### config.mk
export PLATFORM = sky130hd
export DESIGN_NAME = spi_tx_buffer
export DESIGN_NICKNAME = d
export VERILOG_FILES = /design/src/rtl/spi_tx_buffer.sv
export SDC_FILE = /design/constraint.sdc
export NUM_CORES = 1
export LEC_CHECK = 0
export ABC_AREA = 0
export CORE_ASPECT_RATIO = 0.7
export CORE_UTILIZATION = 45
export CTS_CLUSTER_DIAMETER = 60
export DETAILED_ROUTE_END_ITERATION = 16
export PLACE_DENSITY = 0.79
export SYNTH_ARGS = -nofsm -noshare
export SYNTH_HDL_FRONTEND = slang
export SYNTH_SLANG_ARGS = --single-unit
### constraint.sdc
create_clock -name CLK -period 1.76 [get_ports CLK]
set_input_delay 0.176 -clock CLK [delete_from_list [all_inputs] [get_ports CLK]]
set_output_delay 0.176 -clock CLK [all_outputs]
set_load 0.01 [all_outputs]
### src/rtl/spi_tx_buffer.sv
// SPI responder transmitter: one-entry holding register feeding an MSB-first
// shifter on DO, with 0xFF idle fill whenever no response byte is queued.
module spi_tx_buffer #(
    parameter int             W            = 8,
    parameter logic [W-1:0]   IDLE_PATTERN = 8'hFF
) (
    input  logic         CLK,
    input  logic         RST_N,
    input  logic         CS,
    input  logic [W-1:0] Data,
    input  logic         Valid,
    output logic         Ready,
    output logic         DO,
    output logic         Busy,
    output logic         Sent,
    output logic         Underrun
);

    localparam int             CW   = (W > 2) ? $clog2(W) : 1;
    localparam logic [CW-1:0]  LAST = CW'(W - 1);

    logic [W-1:0]  hold;
    logic          hold_full;
    logic [W-2:0]  sh;
    logic [CW-1:0] cnt;
    logic          is_data;
    logic [W-1:0]  src;

    assign Ready = !hold_full;
    assign Busy  = is_data;
    assign src   = hold_full ? hold : IDLE_PATTERN;

    // The handshake and the boundary load never touch hold_full on the same
    // edge: an accept needs it clear, a load needs it set.
    always_ff @(posedge CLK or negedge RST_N) begin
        if (!RST_N) begin
            hold      <= '0;
            hold_full <= 1'b0;
            sh        <= '1;
            cnt       <= '0;
            is_data   <= 1'b0;
            DO        <= 1'b1;
            Sent      <= 1'b0;
            Underrun  <= 1'b0;
        end else begin
            if (Valid && Ready) begin
                hold      <= Data;
                hold_full <= 1'b1;
            end

            if (CS) begin
                DO       <= 1'b1;
                sh       <= '1;
                cnt      <= '0;
                is_data  <= 1'b0;
                Sent     <= 1'b0;
                Underrun <= 1'b0;
            end else if (cnt == '0) begin
                DO   <= src[W-1];
                sh   <= src[W-2:0];
                cnt  <= CW'(1);
                Sent <= 1'b0;
                if (hold_full) begin
                    hold_full <= 1'b0;
                    is_data   <= 1'b1;
                end else begin
                    is_data <= 1'b0;
                    // Controller raised Valid too late to keep the response gapless.
                    if (is_data && Valid)
                        Underrun <= 1'b1;
                end
            end else begin
                DO   <= sh[W-2];
                sh   <= {sh[W-3:0], 1'b1};
                cnt  <= (cnt == LAST) ? '0 : cnt + CW'(1);
                Sent <= (cnt == LAST) && is_data;
            end
        end
    end

endmodule

# ---- Yosys cells after proc, flatten, opt, wreduce, memory -nomap -nowiden
# Index checks and enable logic that the tools add are counted.
dict set report classes {
  n_addsub 1
  eq_ne 2
  n_mux 21
  n_reduce_logical 8
}
# cell n
set ops {}
lappend ops {{$mux W1} 15}
lappend ops {{$mux W7} 2}
lappend ops {{$mux W3} 3}
lappend ops {{$mux W8} 1}
lappend ops {{$reduce_bool A2 Y1} 2}
lappend ops {{$add A3 B1 Y3 const B} 1}
lappend ops {{$eq A3 B3 Y1 const B} 1}
lappend ops {{$logic_and A1 B1 Y1} 3}
lappend ops {{$logic_not A3 Y1} 1}
lappend ops {{$reduce_and A3 Y1} 1}
lappend ops {{$ne A2 B2 Y1 const B} 1}
lappend ops {{$logic_not A1 Y1} 1}
dict set report word_totals {
  register_bits 23
  out_inout_bits 5
  word_cells 40
}

# ---- Depth between registers and ports, before layout
dict set report logic_depth {
  ltp_word 6
  depth_mapped 6
}

# ---- Worst setup path after synthesis
# Ideal clock, no wire load.
dict set report synth_timing {
  path_kind {register to register}
  startpoint {reg cnt[0]}
  endpoint {reg sh[0]}
  setup_time_ps 94
  t_arrival_ps 1147
  required_time_ps 1666
  setup_slack_ps 519
  path_stages_with_launch 6
  n_path_buf 1
  path_cell_list {dfrtp_1 inv_1 ha_1 nand2b_1 buf_2 or4_1}
}
dict set report synth_via {
  elab_chain_len 3
}
# item line
set synth_rtl {}
lappend synth_rtl {{start: declaration} 25} ;# logic [CW-1:0] cnt;
lappend synth_rtl {{start signal: assignment} 75} ;# cnt <= (cnt == LAST) ? '0 : cnt + CW'(1);
lappend synth_rtl {{$logic_not A3 Y1} 58} ;# end else if (cnt == '0) begin
lappend synth_rtl {{$mux W7} 58}
lappend synth_rtl {{$mux W7} 51} ;# if (CS) begin
lappend synth_rtl {{end signal: assignment} 60} ;# sh <= src[W-2:0];
lappend synth_rtl {{end signal: assignment} 74} ;# sh <= {sh[W-3:0], 1'b1};
lappend synth_rtl {{end: declaration} 24} ;# logic [W-2:0] sh;
# No other way between the ends.
# A chain may end at the register's enable or synchronous reset.

# ---- Final worst setup path
dict set report layout_timing {
  startpoint {reg hold_full}
  endpoint {out Ready}
}
dict set report layout_via {
  elab_chain_len 1
}
# item line
set layout_rtl {}
lappend layout_rtl {{start: declaration} 23} ;# logic hold_full;
lappend layout_rtl {{start signal: assignment} 38} ;# hold_full <= 1'b0;
lappend layout_rtl {{start signal: assignment} 48} ;# hold_full <= 1'b1;
lappend layout_rtl {{start signal: assignment} 64} ;# hold_full <= 1'b0;
lappend layout_rtl {{$logic_not A1 Y1} 29} ;# assign Ready = !hold_full;
lappend layout_rtl {{end: declaration} 12} ;# output logic Ready,
# No other way between the ends.

==> flow_metrics.env <==
export IMPL_area_growth_syn_to_layout_pct=24.47
export IMPL_yosysSeqAreaShare=0.6158
export IMPL_post_synth_instance_area_um2=950.9
export IMPL_clkPwrFrac=0.164
export IMPL_synth_edff_count=0
export IMPL_via_count=647
export IMPL_clock_path_buffers=2
export IMPL_numCtsBuffers=3
export IMPL_skew_ns=0.002349
export IMPL_core_area_um2=1919
export IMPL_final_setup_tns_ns=0
export IMPL_synth_common_cells="dfrtp_1, nor2_1, dfstp_2, mux2_2, nor3_1"
export IMPL_drt_initial_drc_count=9
export IMPL_synth_seq_cells=23
export IMPL_placed_cells=119
export IMPL_place_gp_congestion=0.7772
export IMPL_antenna_found_initial=0
export IMPL_cts_hold_buf=0
export IMPL_fin_crit_ns=1.633
export IMPL_clk_latency_ns=0.30
export IMPL_yosysMostFrequentCell="dfrtp_1"
export IMPL_rsz0062_at_grt="false"
export IMPL_worst_pin_slew_ns=0.3783
export IMPL_die_area_um2=2304
export IMPL_min_period_over_period=0.9281
export IMPL_syn_num_nets=95
export IMPL_dr_pass1_iters=10
export IMPL_p_int_mw=1.023
export IMPL_final_cells=123
export IMPL_synth_cells=80
export IMPL_avgSynthCellArea_um2=11.89
export IMPL_required_ns=1.58
export IMPL_p_leak_nw=0.5229
export IMPL_grt_max_degree=24
export IMPL_crit_chain="inv_2 > clkdlybuf4s50_1"
export IMPL_cts_tree="done"
export IMPL_grt_first_pass_wirelength_um=2718
export IMPL_cts_root_buf="clkbuf_4"
export IMPL_fp_dieW_um=56.95
export IMPL_synth_area_leaders="dfrtp_1, dfstp_2, mux2_2"
export IMPL_pwr_share_comb=0.290
export IMPL_route_detailed_drc=4
export IMPL_postSynth_asyncResetShare=1.000
export IMPL_post_cts_resized=0
export IMPL_num_rows=13
export IMPL_post_cts_buffers=0
export IMPL_hold_class="input pin to asynchronous set/reset pin"
export IMPL_critPathKind="register to output pin"
export IMPL_status="finished, violations left"
export IMPL_synth_cell_types=19
export IMPL_drv_slew=0
export IMPL_p_sw_uw=414.9
export IMPL_start_kind="register"
export IMPL_clk_pin_slew_ns=0.12
export IMPL_yosysWarningCount=0
export IMPL_via_per_inst=5.260
export IMPL_slowest_delay_ns=0.56
export IMPL_overflow=0
export IMPL_grt_usage=0.1693
export IMPL_worstPathArrival_ns=1.46
export IMPL_wl_per_cell_um=12.99
export IMPL_diodes=0
export IMPL_synthFlopType="dfrtp_1"
export IMPL_cts_num_sinks=23
export IMPL_fmax_ghz=0.6122
export IMPL_ant_nets=0
export IMPL_power_density_nw_per_um2=1215
export IMPL_nets=117
export IMPL_drive_gt1_frac=0.2475
export IMPL_yosys_area_top_type_share=0.3947
export IMPL_postLayoutCoreUtil=0.6167
export IMPL_hold_viol_final=0
export IMPL_portBuffers=16
export IMPL_failed_checks="design-rule violations"
export IMPL_drt_total_wl_um=1598
export IMPL_swShare=0.2886
export IMPL_slew_headroom=0.7473
export IMPL_start_util=0.4954
export IMPL_cts_htree_levels=1
export IMPL_synth_top_cell_by_area="dfrtp_1"
export IMPL_fill_cells=172
export IMPL_ios=17
export IMPL_final_setup_viol_count=0
export IMPL_pwr_share_seq=0.546
export IMPL_grt_pass1_vias=587
export IMPL_die_h_um=40.46
export IMPL_crit_path_top_delay_cell="clkdlybuf4s50_1"
export IMPL_maxCapViolCount=0
export IMPL_critPathMaxFanout=9
export IMPL_dp_hpwl_um=1148
export IMPL_endpoint_kind="output pin"
export IMPL_ir_drop_mv=0.5707
[routing by layer]
layer | GRT usage | vias up | routed length (um)
met5 | 0 | - | 0
met4 | 0.03659 | 0 | 0
met3 | 0.06774 | 0 | 92
met2 | 0.2912 | 16 | 766
met1 | 0.2072 | 319 | 739
li1 | - | 312 | -
[cells in the final DEF, fill, tap and decap left out, drive strengths merged]
cell | synthesis | routed
clkdlybuf4s50 | 0 | 16
dfrtp | 15 | 15
nor2 | 11 | 11
dfstp | 8 | 8
nor3 | 8 | 8
mux2 | 8 | 8
o21bai | 7 | 7
buf | 3 | 5
clkbuf | 1 | 4
nor2b | 3 | 3
nand2 | 3 | 3
ha | 3 | 3
inv | 3 | 3
nand2b | 2 | 2
or4 | 1 | 1
nor3b | 1 | 1
o21ai | 1 | 1
a31oi | 1 | 1
a21oi | 1 | 1
[worst max-delay path, delay by kind of cell, from the launching register on]
family / cells / cell delay [ns]
buf+inv: 2 / 0.72
flops: 1 / 0.43
[state kept, by name (all words and copies together) (netlist names)]
register	cells
DO	1
hold_full	1
Sent	1
hold	8
Busy	1
sh	7
Underrun	1
cnt	3
[logic make-up after synthesis]
group                    count (synthesis)  synth area share
flip-flops                              23            0.6158
AND/OR/NAND/NOR                         29            0.1461
buffers and inverters                    7           0.03157
AO/OA/AOI/OAI                           10           0.07236
multiplexers                             8           0.09474
adder cells (fa/ha/maj)                  3           0.03948
[final cells by class]
cell class / count / area, um^2 / share of cell area
clock buffer: 4 / 26.28 / 0.02220
inverter: 3 / 11.26 / 0.009514
multi-input combinational: 50 / 335.3 / 0.2833
sequential: 23 / 585.6 / 0.4947
tap: 22 / 27.53 / 0.02326
timing repair buffer: 21 / 197.7 / 0.1670
[per-stage QoR]
| stage | area [um^2] | hold WS, ns | total power, mW | setup slack, ns |
|---|---|---|---|---|
| after floorplan | 950.9 | -0.1196 | 1.053 | 0.5190 |
| after global placement | 1157 | 0.4550 | 1.205 | 0.3504 |
| after detailed placement | 1157 | 0.4552 | 1.222 | 0.3331 |
| after CTS | 1184 | 0.2122 | 1.459 | 0.1137 |
| after global routing | 1184 | 0.2093 | 1.545 | 0.06012 |
| final | 1184 | 0.2066 | 1.438 | 0.1266 |
[power groups by stage]
stage          logic, mW  clock network [mW]  registers (mW)
4_1_cts            0.425               0.247           0.787
6_report           0.417               0.236           0.785
3_3_place_gp       0.412                   0           0.792
3_5_place_dp       0.425                   0           0.798
5_1_grt            0.470               0.269           0.806
2_1_floorplan      0.274                   0           0.780
[worst paths after layout]
check / slack (ns) / to / start / depth (start not counted)
setup / recovery: 0.13 / Ready / hold_full / 2
hold / removal: 0.21 / cnt[1] / RST_N / 2
min in group CLK: 0.47 / sh[0] / CS / 2
setup reg to reg: 0.31 / sh[2] / cnt[0] / 6
max in group asynchronous: 1.27 / sh[2] / RST_N / 2
hold reg to reg: 0.48 / sh[0] / hold[0] / 1
No activity file was read; power rests on OpenSTA's default activity.
